## config.mk

```make
export PLATFORM = sky130hd
export DESIGN_NAME = bf_data_mem_arbiter_flat
export DESIGN_NICKNAME = d
export VERILOG_FILES = /design/src/rtl/bf_pkg.sv /design/src/rtl/bf_data_mem_arbiter_if.sv /design/src/rtl/bf_mem_clear_seq.sv /design/src/rtl/bf_data_mem_arbiter.sv /design/src/flat_wrapper.sv
export SDC_FILE = /design/constraint.sdc
export NUM_CORES = 1
export LEC_CHECK = 0
export ABC_AREA = 1
export CAP_MARGIN = 20
export CELL_PAD_IN_SITES_DETAIL_PLACEMENT = 0
export CELL_PAD_IN_SITES_GLOBAL_PLACEMENT = 1
export CORE_MARGIN = 4
export CORE_UTILIZATION = 32
export DETAILED_ROUTE_END_ITERATION = 10
export PLACE_DENSITY = 0.9
export SKIP_LAST_GASP = 1
export SLEW_MARGIN = 0
export SYNTH_ARGS = -nofsm -noshare
export SYNTH_HDL_FRONTEND = slang
export SYNTH_HIERARCHICAL = 1
export SYNTH_SLANG_ARGS = --single-unit
```

## constraint.sdc

```tcl
create_clock -name clk -period 1.99 [get_ports clk]
set_clock_uncertainty 0.1 [all_clocks]
set_input_delay 0.199 -clock clk [delete_from_list [all_inputs] [get_ports clk]]
set_output_delay 0.199 -clock clk [all_outputs]
set_load 0.03 [all_outputs]
```

## src/rtl/bf_pkg.sv

```systemverilog
// Shared constants for the BF machine: arbiter states, read-owner codes, opcodes.
package bf_pkg;

  typedef enum logic [1:0] {
    S_INIT  = 2'd0,
    S_CLEAR = 2'd1,
    S_RUN   = 2'd2
  } state_e;

  // Which port a returning read belongs to
  localparam logic OWN_CORE = 1'b0;
  localparam logic OWN_DBG  = 1'b1;

  // BF opcodes, ASCII-encoded as they appear in program memory
  localparam logic [7:0] OP_INC_PTR = 8'h3E; // '>'
  localparam logic [7:0] OP_DEC_PTR = 8'h3C; // '<'
  localparam logic [7:0] OP_INC     = 8'h2B; // '+'
  localparam logic [7:0] OP_DEC     = 8'h2D; // '-'
  localparam logic [7:0] OP_OUT     = 8'h2E; // '.'
  localparam logic [7:0] OP_IN      = 8'h2C; // ','
  localparam logic [7:0] OP_JZ      = 8'h5B; // '['
  localparam logic [7:0] OP_JNZ     = 8'h5D; // ']'

endpackage

```

## src/rtl/bf_data_mem_arbiter_if.sv

```systemverilog
// Request/return signals of the core and debug ports plus the memory bus.
interface bf_data_mem_arbiter_if #(
  parameter int unsigned ADDR_W = 8,
  parameter int unsigned DATA_W = 8
);
  logic              core_req;
  logic              core_we;
  logic [ADDR_W-1:0] core_addr;
  logic [DATA_W-1:0] core_wdata;
  logic              core_gnt;
  logic              core_rvalid;
  logic [DATA_W-1:0] core_rdata;
  logic              dbg_req;
  logic [ADDR_W-1:0] dbg_addr;
  logic              dbg_gnt;
  logic              dbg_rvalid;
  logic [DATA_W-1:0] dbg_rdata;
  logic [ADDR_W-1:0] mem_addr;
  logic [DATA_W-1:0] mem_wdata;
  logic              mem_we;
  logic [DATA_W-1:0] mem_rdata;

  // Requesters and the memory model
  modport master (
    output core_req, core_we, core_addr, core_wdata, dbg_req, dbg_addr, mem_rdata,
    input  core_gnt, core_rvalid, core_rdata, dbg_gnt, dbg_rvalid, dbg_rdata,
    input  mem_addr, mem_wdata, mem_we
  );

  // The arbiter
  modport slave (
    input  core_req, core_we, core_addr, core_wdata, dbg_req, dbg_addr, mem_rdata,
    output core_gnt, core_rvalid, core_rdata, dbg_gnt, dbg_rvalid, dbg_rdata,
    output mem_addr, mem_wdata, mem_we
  );
endinterface

```

## src/rtl/bf_mem_clear_seq.sv

```systemverilog
// Address counter for the memory clear sweep; pulses done on the last cell.
module bf_mem_clear_seq
  import bf_pkg::*;
#(
  parameter int unsigned ADDR_W = 8
) (
  input  logic              clk,
  input  logic              reset,
  input  logic              en_i,
  output logic [ADDR_W-1:0] cnt_o,
  output logic              done_o
);

  logic [ADDR_W-1:0] cnt_q, cnt_d;

  // Advance while clearing; natural overflow wraps back to 0 after the last cell
  always_comb begin
    cnt_d = cnt_q;
    if (en_i) cnt_d = cnt_q + 1'b1;
  end

  // Counter register
  always_ff @(posedge clk or posedge reset) begin
    if (reset) cnt_q <= '0;
    else       cnt_q <= cnt_d;
  end

  assign cnt_o  = cnt_q;
  assign done_o = en_i && (cnt_q == {ADDR_W{1'b1}});

endmodule

```

## src/rtl/bf_data_mem_arbiter.sv

```systemverilog
// Data-memory owner: clears the tape after reset/on request, then arbitrates
// core read/modify/write and debug reads with a starvation guard for debug.
module bf_data_mem_arbiter
  import bf_pkg::*;
#(
  parameter int unsigned ADDR_W       = 8,
  parameter int unsigned DATA_W       = 8,
  parameter int unsigned STARVE_LIMIT = 15
) (
  input  logic                  clk,
  input  logic                  reset,
  input  logic                  clear_req,
  output logic                  busy,
  output logic                  clear_done,
  bf_data_mem_arbiter_if.slave  bus
);

  localparam int unsigned     StarveW   = $clog2(STARVE_LIMIT + 1);
  localparam logic [StarveW-1:0] StarveMax = StarveW'(STARVE_LIMIT);

  state_e              state_q, state_d;
  logic [StarveW-1:0]  starve_q, starve_d;
  logic                rd_valid_q, rd_valid_d;
  logic                rd_owner_q, rd_owner_d;
  logic [ADDR_W-1:0]   mem_addr_q;
  logic [DATA_W-1:0]   core_rdata_q, dbg_rdata_q;
  logic [ADDR_W-1:0]   clr_cnt;
  logic                clr_done;
  logic                core_gnt, dbg_gnt, mem_we;
  logic [ADDR_W-1:0]   mem_addr;
  logic [DATA_W-1:0]   mem_wdata, core_rdata, dbg_rdata;
  logic                core_rvalid, dbg_rvalid;

  bf_mem_clear_seq #(
    .ADDR_W (ADDR_W)
  ) u_clear_seq (
    .clk    (clk),
    .reset  (reset),
    .en_i   (state_q == S_CLEAR),
    .cnt_o  (clr_cnt),
    .done_o (clr_done)
  );

  // State register
  always_ff @(posedge clk or posedge reset) begin
    if (reset) state_q <= S_INIT;
    else       state_q <= state_d;
  end

  // Next state: one idle cycle, full sweep, then run until a clear is requested
  always_comb begin
    state_d = state_q;
    unique case (state_q)
      S_INIT:  state_d = S_CLEAR;
      S_CLEAR: if (clr_done) state_d = S_RUN;
      S_RUN:   if (clear_req) state_d = S_CLEAR;
      default: state_d = S_INIT;
    endcase
  end

  // Outputs: clear writes, or the arbitration winner drives the memory bus
  always_comb begin
    busy       = 1'b1;
    clear_done = 1'b0;
    core_gnt   = 1'b0;
    dbg_gnt    = 1'b0;
    mem_we     = 1'b0;
    mem_addr   = mem_addr_q;
    mem_wdata  = '0;
    unique case (state_q)
      S_CLEAR: begin
        mem_we     = 1'b1;
        mem_addr   = clr_cnt;
        clear_done = clr_done;
      end
      S_RUN: begin
        busy = 1'b0;
        // A clear request suppresses every grant in its own cycle
        if (!clear_req) begin
          if (bus.dbg_req && (starve_q >= StarveMax)) dbg_gnt  = 1'b1;
          else if (bus.core_req)                      core_gnt = 1'b1;
          else if (bus.dbg_req)                       dbg_gnt  = 1'b1;
        end
        if (core_gnt) begin
          mem_addr = bus.core_addr;
          mem_we   = bus.core_we;
          if (bus.core_we) mem_wdata = bus.core_wdata;
        end
        if (dbg_gnt) mem_addr = bus.dbg_addr;
      end
      default: ;
    endcase
  end

  // Starvation counter and read-owner pipeline next state
  always_comb begin
    starve_d = starve_q;
    if (state_q == S_RUN) begin
      if (clear_req || dbg_gnt) starve_d = '0;
      else if (bus.dbg_req && (starve_q < StarveMax)) starve_d = starve_q + 1'b1;
    end
    rd_valid_d = (core_gnt && !bus.core_we) || dbg_gnt;
    rd_owner_d = dbg_gnt ? OWN_DBG : OWN_CORE;
  end

  // Return path: the owner sees the memory data, the other port keeps its last value
  always_comb begin
    core_rvalid = rd_valid_q && (rd_owner_q == OWN_CORE);
    dbg_rvalid  = rd_valid_q && (rd_owner_q == OWN_DBG);
    core_rdata  = core_rvalid ? bus.mem_rdata : core_rdata_q;
    dbg_rdata   = dbg_rvalid  ? bus.mem_rdata : dbg_rdata_q;
  end

  // Datapath registers
  always_ff @(posedge clk or posedge reset) begin
    if (reset) begin
      starve_q     <= '0;
      rd_valid_q   <= 1'b0;
      rd_owner_q   <= OWN_CORE;
      mem_addr_q   <= '0;
      core_rdata_q <= '0;
      dbg_rdata_q  <= '0;
    end else begin
      starve_q     <= starve_d;
      rd_valid_q   <= rd_valid_d;
      rd_owner_q   <= rd_owner_d;
      mem_addr_q   <= mem_addr;
      core_rdata_q <= core_rdata;
      dbg_rdata_q  <= dbg_rdata;
    end
  end

  assign bus.core_gnt    = core_gnt;
  assign bus.dbg_gnt     = dbg_gnt;
  assign bus.core_rvalid = core_rvalid;
  assign bus.dbg_rvalid  = dbg_rvalid;
  assign bus.core_rdata  = core_rdata;
  assign bus.dbg_rdata   = dbg_rdata;
  assign bus.mem_we      = mem_we;
  assign bus.mem_addr    = mem_addr;
  assign bus.mem_wdata   = mem_wdata;

endmodule

```

## src/flat_wrapper.sv

```systemverilog
// flat-port wrapper written by rule: the top's interface ports become plain ports
module bf_data_mem_arbiter_flat import bf_pkg::*;
#(
  parameter int unsigned ADDR_W       = 8,
  parameter int unsigned DATA_W       = 8,
  parameter int unsigned STARVE_LIMIT = 15
)
  (clk, reset, clear_req, busy, clear_done, bus_core_req, bus_core_we, bus_core_addr, bus_core_wdata, bus_dbg_req, bus_dbg_addr, bus_mem_rdata, bus_core_gnt, bus_core_rvalid, bus_core_rdata, bus_dbg_gnt, bus_dbg_rvalid, bus_dbg_rdata, bus_mem_addr, bus_mem_wdata, bus_mem_we);
  bf_data_mem_arbiter_if #(.ADDR_W(ADDR_W), .DATA_W(DATA_W)) bus_i ();
  input  logic clk;
  input  logic reset;
  input  logic clear_req;
  output logic busy;
  output logic clear_done;
  input wire logic [$bits(bus_i.core_req)-1:0] bus_core_req;
  input wire logic [$bits(bus_i.core_we)-1:0] bus_core_we;
  input wire logic [$bits(bus_i.core_addr)-1:0] bus_core_addr;
  input wire logic [$bits(bus_i.core_wdata)-1:0] bus_core_wdata;
  input wire logic [$bits(bus_i.dbg_req)-1:0] bus_dbg_req;
  input wire logic [$bits(bus_i.dbg_addr)-1:0] bus_dbg_addr;
  input wire logic [$bits(bus_i.mem_rdata)-1:0] bus_mem_rdata;
  output wire logic [$bits(bus_i.core_gnt)-1:0] bus_core_gnt;
  output wire logic [$bits(bus_i.core_rvalid)-1:0] bus_core_rvalid;
  output wire logic [$bits(bus_i.core_rdata)-1:0] bus_core_rdata;
  output wire logic [$bits(bus_i.dbg_gnt)-1:0] bus_dbg_gnt;
  output wire logic [$bits(bus_i.dbg_rvalid)-1:0] bus_dbg_rvalid;
  output wire logic [$bits(bus_i.dbg_rdata)-1:0] bus_dbg_rdata;
  output wire logic [$bits(bus_i.mem_addr)-1:0] bus_mem_addr;
  output wire logic [$bits(bus_i.mem_wdata)-1:0] bus_mem_wdata;
  output wire logic [$bits(bus_i.mem_we)-1:0] bus_mem_we;
  assign bus_i.core_req = bus_core_req;
  assign bus_i.core_we = bus_core_we;
  assign bus_i.core_addr = bus_core_addr;
  assign bus_i.core_wdata = bus_core_wdata;
  assign bus_i.dbg_req = bus_dbg_req;
  assign bus_i.dbg_addr = bus_dbg_addr;
  assign bus_i.mem_rdata = bus_mem_rdata;
  assign bus_core_gnt = bus_i.core_gnt;
  assign bus_core_rvalid = bus_i.core_rvalid;
  assign bus_core_rdata = bus_i.core_rdata;
  assign bus_dbg_gnt = bus_i.dbg_gnt;
  assign bus_dbg_rvalid = bus_i.dbg_rvalid;
  assign bus_dbg_rdata = bus_i.dbg_rdata;
  assign bus_mem_addr = bus_i.mem_addr;
  assign bus_mem_wdata = bus_i.mem_wdata;
  assign bus_mem_we = bus_i.mem_we;
  bf_data_mem_arbiter #(.ADDR_W(ADDR_W), .DATA_W(DATA_W), .STARVE_LIMIT(STARVE_LIMIT)) u_core (.clk(clk), .reset(reset), .clear_req(clear_req), .busy(busy), .clear_done(clear_done), .bus(bus_i));
endmodule
```

==> results.md, run 1 <==
- Ys Warns: 6
- R2r worst-path depth: 11
- DP Area: 3180 µm²
- Post-DRT Antenna Nets: 0
- Die Footprint: 8430 µm²
- Critical path arrival: 1.72 ns
- Initial antenna violation count: 0
- CTS tree: built
- PortBufs: 76
- Post-Syn Instances: 284
- Worst slew pin tran: 0.420 ns
- Grt total ovfl: 0
- Critical path required time: 1.69 ns
- Peak Freq: 496 MHz
- Initial DRC Count: 79
- Hold Crit Class: input port to async pin
- Post-synth top area share: 0.445
- Asr flop ratio synth: 1.00
- Final Core Density: 0.557
- Post-route minimum period: 2.02 ns
- Routed WL: 6460 µm
- #FFs+latches synth: 40
- Syn_area_per_cell: 7.91 µm²
- Routed wire length per instance: 13.0 µm
- RSZ-0062 raised after global routing: yes
- Max rail drop VDD: 0.353 mV
- Max_cap viols: 0
- Layout cells sized above 1: 0.374
- Post-synthesis sequential area ratio: 0.445
- Placed Instances: 470
- Synth-to-layout area growth: 68.3%
- Reg2reg start: u_core/starve_q[1]
- Setup WS pre-CTS: -0.0480 ns
- Status: complete, but fails checks
- CP Launch Type: flip-flop
- Vias in the first global route: 2132
- Synth cell count leaders: nand2_1 (66), inv_1 (46), dfrtp_1 (40)
- I/O Pins: 77
- PnR worst setup slack: -0.0280 ns
- Net count, final: 444
- Pin count of the biggest net entering global routing: 33
- Die W: 91.8 µm
- CP Launch Point: u_core/starve_q[1]
- Syn nets: 328
- Final Non-Filler Cells: 497
- Worst slew margin: 0.720
- Peak fanout along the critical path: 5
- Synth area leaders: dfrtp_1 (45%), nand2_1 (11%), inv_1 (7.7%)
- Failing checks: negative setup slack
- ANT cells: 0
- Setup TNS: -0.123 ns
- Main synth FF type: dfrtp_1
- Hold-fix buffers, CTS: 0
- Fin crit share: 1.01
- H-tree lvl count: 2
- Clk buf depth: 2
- Vias/cell: 4.43
- Reg-to-reg endpoint: u_core/starve_q[1]
- Root Driver: clkbuf_8
- Final Hold Fails: 0
- Initial DRT Pass Iterations: 4
- Clock slew at reported path FFs: 0.08 ns
- Element type at the critical path end: primary output
- Remaining DRCs: 0
- Gr usage total: 0.148
- Initial Utilization: 0.331
- Via count: 2201
- First-pass GRT wire length: 10100 µm
- Post-synth EDFFs: 0
- Power Density: 437 nW/µm²
- Post-synth top area cell: dfrtp_1
- Num CTS Buffers: 5
- Fin area: 3780 µm²
- Setup-failing EPs final: 9
- Site Rows: 30
- Clk Latency, worst-skew pair: 0.29 ns
- Leak: 1.85 nW
- Routability cong.: 0.806
- Number of distinct library cells after synthesis: 29
- DIE HEIGHT: 91.8 µm
- Reg2Reg Setup Slack: 0.19 ns
- Final Max Slew Viols: 0
- Crit path to: bus_mem_we
- Most common cell in the netlist: nand2_1
- Mapped Area: 2250 µm²
- Core ar.: 6790 µm²
- TritonCTS Sinks: 40
- Type of the worst setup path: flip-flop to primary output
- Placed wire-length estimate: 4630 µm
==> cell type report <==
class / instances / area (µm²)
inverters: 51 / 199
clock inverters: 1 / 7.51
clock buffers: 7 / 86.3
repair buffers: 112 / 1040
fillers: 636 / 3010
well taps: 96 / 120
flip-flops and latches: 40 / 1000
multi-input cells: 190 / 1330
==> sequential cells by signal, summed over array words and instances, names as in the netlist <==
signal,flops
u_core/core_rdata_q,8
u_core/dbg_rdata_q,8
u_core/mem_addr_q,8
u_core/u_clear_seq/cnt_o,8
u_core/starve_q,4
u_core/state_q,2
u_core/rd_owner_q,1
u_core/rd_valid_q,1
==> report_power, final <==
part	total, mW	switching (mW)	internal, mW
sequential	0.833	0.00613	0.827
combinational	0.264	0.132	0.132
clock	0.555	0.274	0.282
total	1.65	0.412	1.24
==> cells in the final DEF (no fill, tap or decap), drive strengths merged, types with 2 or more instances in the layout <==
| cell type | count |
|---|---|
| clkbuf | 7 |
| nor2 | 31 |
| dfrtp | 40 |
| xor2 | 6 |
| a21oi | 18 |
| o21ai | 18 |
| nand2 | 74 |
| clkdlybuf4s15 | 7 |
| nand3 | 23 |
| dlygate4sd2 | 7 |
| clkdlybuf4s50 | 38 |
| ha | 6 |
| o22ai | 2 |
| buf | 60 |
| inv | 50 |
| nand3b | 8 |
==> critical path, stage by stage (launching register included) <==
cell and delay [ns]:
dfrtp_1 0.42, ha_4 0.20, nand4_4 0.11, nand2_4 0.09, inv_2 0.07, nand2_2 0.06
inv_4 0.10, nand2_8 0.09, a21oi_4 0.14, buf_6 0.14
==> timing repair <==
item	in CTS	in global routing
cloned	1	2
buffers inserted	6	10
endpoints found under the setup margin	34	28
gates resized for setup	52	73
pin swaps	4	27
==> how the worst min path moves through the flow <==
stage                             endpoint                   start  slack, ns
2_1_floorplan  u_core/u_clear_seq/cnt_o[0]                   reset      -0.09
3_3_place_gp        u_core/core_rdata_q[1]  u_core/core_rdata_q[1]       0.38
4_1_cts        u_core/u_clear_seq/cnt_o[6]                   reset       0.08
3_5_place_dp         u_core/dbg_rdata_q[5]   u_core/dbg_rdata_q[5]       0.39
6_report       u_core/u_clear_seq/cnt_o[6]                   reset       0.09
5_1_grt        u_core/u_clear_seq/cnt_o[6]                   reset       0.12
==> per-layer routing <==
layer  share of wire  global-route usage  wire length [µm]  up-vias
met4          0.0099              0.0309                64        0
li1                -                   -                 -     1120
met3           0.049              0.0377               314        6
met2            0.50               0.259              3260       64
met1            0.44               0.183              2820     1011
met5               0                   0                 0        -
==> cells by family (layout without fill, tap and decap cells) <==
| logic type | count (synthesis) | count (layout) | synth area share |
|---|---|---|---|
| AO/OA/AOI/OAI | 39 | 39 | 0.106 |
| flip-flops | 40 | 40 | 0.445 |
| adder cells (fa/ha/maj) | 6 | 6 | 0.0334 |
| multiplexers | 1 | 1 | 0.00501 |
| AND/OR/NAND/NOR | 135 | 138 | 0.285 |
| XOR/XNOR | 6 | 6 | 0.0234 |
| buffers and inverters | 57 | 171 | 0.102 |
==> stage by stage <==
stage          hold WS, ns  power [mW]
6_report            0.0865        1.65
5_1_grt              0.120        1.73
4_1_cts             0.0819        1.65
3_5_place_dp         0.388        1.09
3_3_place_gp         0.378        1.08
2_1_floorplan      -0.0853       0.948
Power figures use the tool's default switching activity.
==> run 2: changes to the inputs <==
--- a/config.mk
+++ b/config.mk
@@ -6,7 +6,6 @@
 export NUM_CORES = 1
 export LEC_CHECK = 0
 export ABC_AREA = 1
-export CAP_MARGIN = 20
 export CELL_PAD_IN_SITES_DETAIL_PLACEMENT = 0
 export CELL_PAD_IN_SITES_GLOBAL_PLACEMENT = 1
 export CORE_MARGIN = 4
==> results of run 2 <==
Same layout as run 1: the final DEF is identical, and so are final timing and power.
==> run 3: changes to the inputs <==
--- a/config.mk
+++ b/config.mk
@@ -8,7 +8,7 @@
 export ABC_AREA = 1
 export CELL_PAD_IN_SITES_DETAIL_PLACEMENT = 0
 export CELL_PAD_IN_SITES_GLOBAL_PLACEMENT = 1
-export CORE_MARGIN = 4
+export CORE_MARGIN = 3
 export CORE_UTILIZATION = 32
 export DETAILED_ROUTE_END_ITERATION = 10
 export PLACE_DENSITY = 0.9
==> results.md, run 3 (synthesized netlist as in run 1, its figures left out) <==
- First-pass GRT wire length: 10600 µm (was 10100 µm)
- Initial antenna violation count: 0 (unchanged)
- Gr usage total: 0.161 (was 0.148)
- Final Hold Fails: 0 (unchanged)
- Max rail drop VDD: 0.408 mV (was 0.353 mV)
- Die Footprint: 8060 µm² (was 8430 µm²)
- Critical path arrival: 1.77 ns (was 1.72 ns)
- Initial Utilization: 0.342 (was 0.331)
- Clk buf depth: 2 (unchanged)
- Post-route minimum period: 2.07 ns (was 2.02 ns)
- Pin count of the biggest net entering global routing: 33 (unchanged)
- Leak: 1.83 nW (was 1.85 nW)
- Fin crit share: 1.04 (was 1.01)
- Power Density: 479 nW/µm² (was 437 nW/µm²)
- Placed wire-length estimate: 4480 µm (was 4630 µm)
- Critical path required time: 1.69 ns (about the same)
- Failing checks: negative setup slack (unchanged)
- PnR worst setup slack: -0.0824 ns (was -0.0280 ns)
- Clk Latency, worst-skew pair: 0.30 ns (was 0.29 ns)
- Hold-fix buffers, CTS: 0 (unchanged)
- Routed WL: 6590 µm (was 6460 µm)
- Via count: 2210 (was 2201)
- Final Max Slew Viols: 0 (unchanged)
- Max_cap viols: 0 (unchanged)
- Commonest non-fill, non-tap cells in the layout: nand2_1 (62), inv_1 (44), buf_4 (40), dfrtp_1 (39), clkdlybuf4s50_1 (37) (was nand2_1 (52), inv_1 (44), dfrtp_1 (40), buf_4 (39), clkdlybuf4s50_1 (38))
- I/O Pins: 77 (unchanged)
- Die W: 89.8 µm (was 91.8 µm)
- Num CTS Buffers: 5 (unchanged)
- Peak Freq: 483 MHz (was 496 MHz)
- RSZ-0062 raised after global routing: yes (unchanged)
- Worst slew pin tran: 0.423 ns (was 0.420 ns)
- Reg2reg start: u_core/starve_q[1] (unchanged)
- Fin area: 3650 µm² (was 3780 µm²)
- DIE HEIGHT: 89.8 µm (was 91.8 µm)
- Site Rows: 29 (was 30)
- Setup TNS: -0.668 ns (was -0.123 ns)
- Routed wire length per instance: 13.5 µm (was 13.0 µm)
- Vias in the first global route: 2137 (was 2132)
- Status: complete, but fails checks (unchanged)
- Clock slew at reported path FFs: 0.08 ns (about the same)
- Hold Crit Class: input port to async pin (unchanged)
- H-tree lvl count: 2 (unchanged)
- DP Area: 3120 µm² (was 3180 µm²)
- Net count, final: 440 (was 444)
- Root Driver: clkbuf_8 (unchanged)
- Routability cong.: 0.802 (was 0.806)
- Core ar.: 6570 µm² (was 6790 µm²)
- Grt total ovfl: 0 (unchanged)
- PortBufs: 76 (unchanged)
- Worst slew margin: 0.718 (was 0.720)
- CP Launch Type: flip-flop (unchanged)
- Layout cells sized above 1: 0.320 (was 0.374)
- Synth-to-layout area growth: 62.6% (was 68.3%)
- TritonCTS Sinks: 40 (unchanged)
- Initial DRT Pass Iterations: 4 (unchanged)
- Peak fanout along the critical path: 8 (was 5)
- Most common cell after layout, fill and taps aside: nand2_1 (unchanged)
- Fillers: 618 (was 636)
- CP Launch Point: u_core/starve_q[1] (unchanged)
- Type of the worst setup path: flip-flop to primary output (unchanged)
- Vias/cell: 4.51 (was 4.43)
- Initial DRC Count: 89 (was 79)
- Post-DRT Antenna Nets: 0 (unchanged)
- CTS tree: built (unchanged)
- ANT cells: 0 (unchanged)
- Element type at the critical path end: primary output (unchanged)
- Setup-failing EPs final: 16 (was 9)
- Remaining DRCs: 0 (unchanged)
run 3: cell types whose count changed in the layout (fill, tap and decap cells not counted), moves of 2 or more:
cell / previous run / this run
clkbuf_2: 0 / 4
nor2_1: 14 / 22
nand2_1: 52 / 62
nand2_2: 14 / 6
clkdlybuf4s15_2: 6 / 0
nor2_2: 5 / 1
buf_6: 20 / 15
clkinv_2: 0 / 2
nor2_4: 12 / 8
run 3: final timing paths:
kind | end | cells after the start | slack [ns]
min in group clk | u_core/core_rdata_q[6] | 3 | 0.37
worst min-delay path | u_core/u_clear_seq/cnt_o[6] | 2 | 0.07
worst max-delay path | bus_mem_addr[5] | 8 | -0.08
worst min register to register | u_core/dbg_rdata_q[5] | 2 | 0.39
worst max register to register | u_core/starve_q[0] | 10 | 0.25
max in group asynchronous | u_core/state_q[0] | 3 | 1.25
run 3: routing by layer:
metal | track usage | routed length, µm | up-vias
li1 | - | - | 1115
met1 | 0.210 | 2950 | 1022
met2 | 0.268 | 3250 | 67
met3 | 0.0334 | 365 | 6
met4 | 0.0498 | 31 | 0
met5 | 0 | 0 | -
run 3: repair_timing:
item / CTS / global route
gates resized for setup: 55 / 31
endpoints found under the hold margin: 0 / 0
setup endpoints to repair: 32 / 26
pin swaps: 16 / 16
setup buffers: 11 / 7
cloned: 4 / 0
run 3: critical path, stage by stage, from the launching register on:
cell	delay (ns)
dfrtp_1	0.43
ha_4	0.21
nand4_4	0.10
buf_6	0.16
nand3_1	0.09
nand3_2	0.08
nand2_1	0.06
a21oi_2	0.18
buf_6	0.16
run 3: metrics by stage:
step / utilization / setup WS [ns] / total power [mW] / std cells / hold WS (ns)
2_1_floorplan: - / -0.0720 / 0.948 / 284 / -0.0853
3_3_place_gp: 0.475 / -0.0113 / 1.08 / 460 / 0.384
3_5_place_dp: 0.475 / -0.0401 / 1.08 / 460 / 0.390
4_1_cts: 0.535 / -0.166 / 1.77 / 483 / 0.0750
5_1_grt: 0.556 / -0.179 / 1.83 / 490 / 0.0884
6_report: 0.556 / -0.0824 / 1.75 / 490 / 0.0725
run 3: layout make-up:
class / instances / area [µm²] / share of cell area
multi-input combinational: 191 / 1260 / 0.344
sequential: 40 / 1000 / 0.274
timing repair buffer: 107 / 972 / 0.266
inverter: 51 / 195 / 0.0534
tap: 93 / 116 / 0.0318
clock buffer: 5 / 68.8 / 0.0188
clock inverter: 3 / 42.5 / 0.0116
run 3: where the power goes:
group          switching [mW]  internal, mW  leakage [nW]
Combinational           0.127         0.121          1.33
Clock                   0.297         0.371        0.0541
Sequential            0.00654         0.827         0.446
Total                   0.430          1.32          1.83
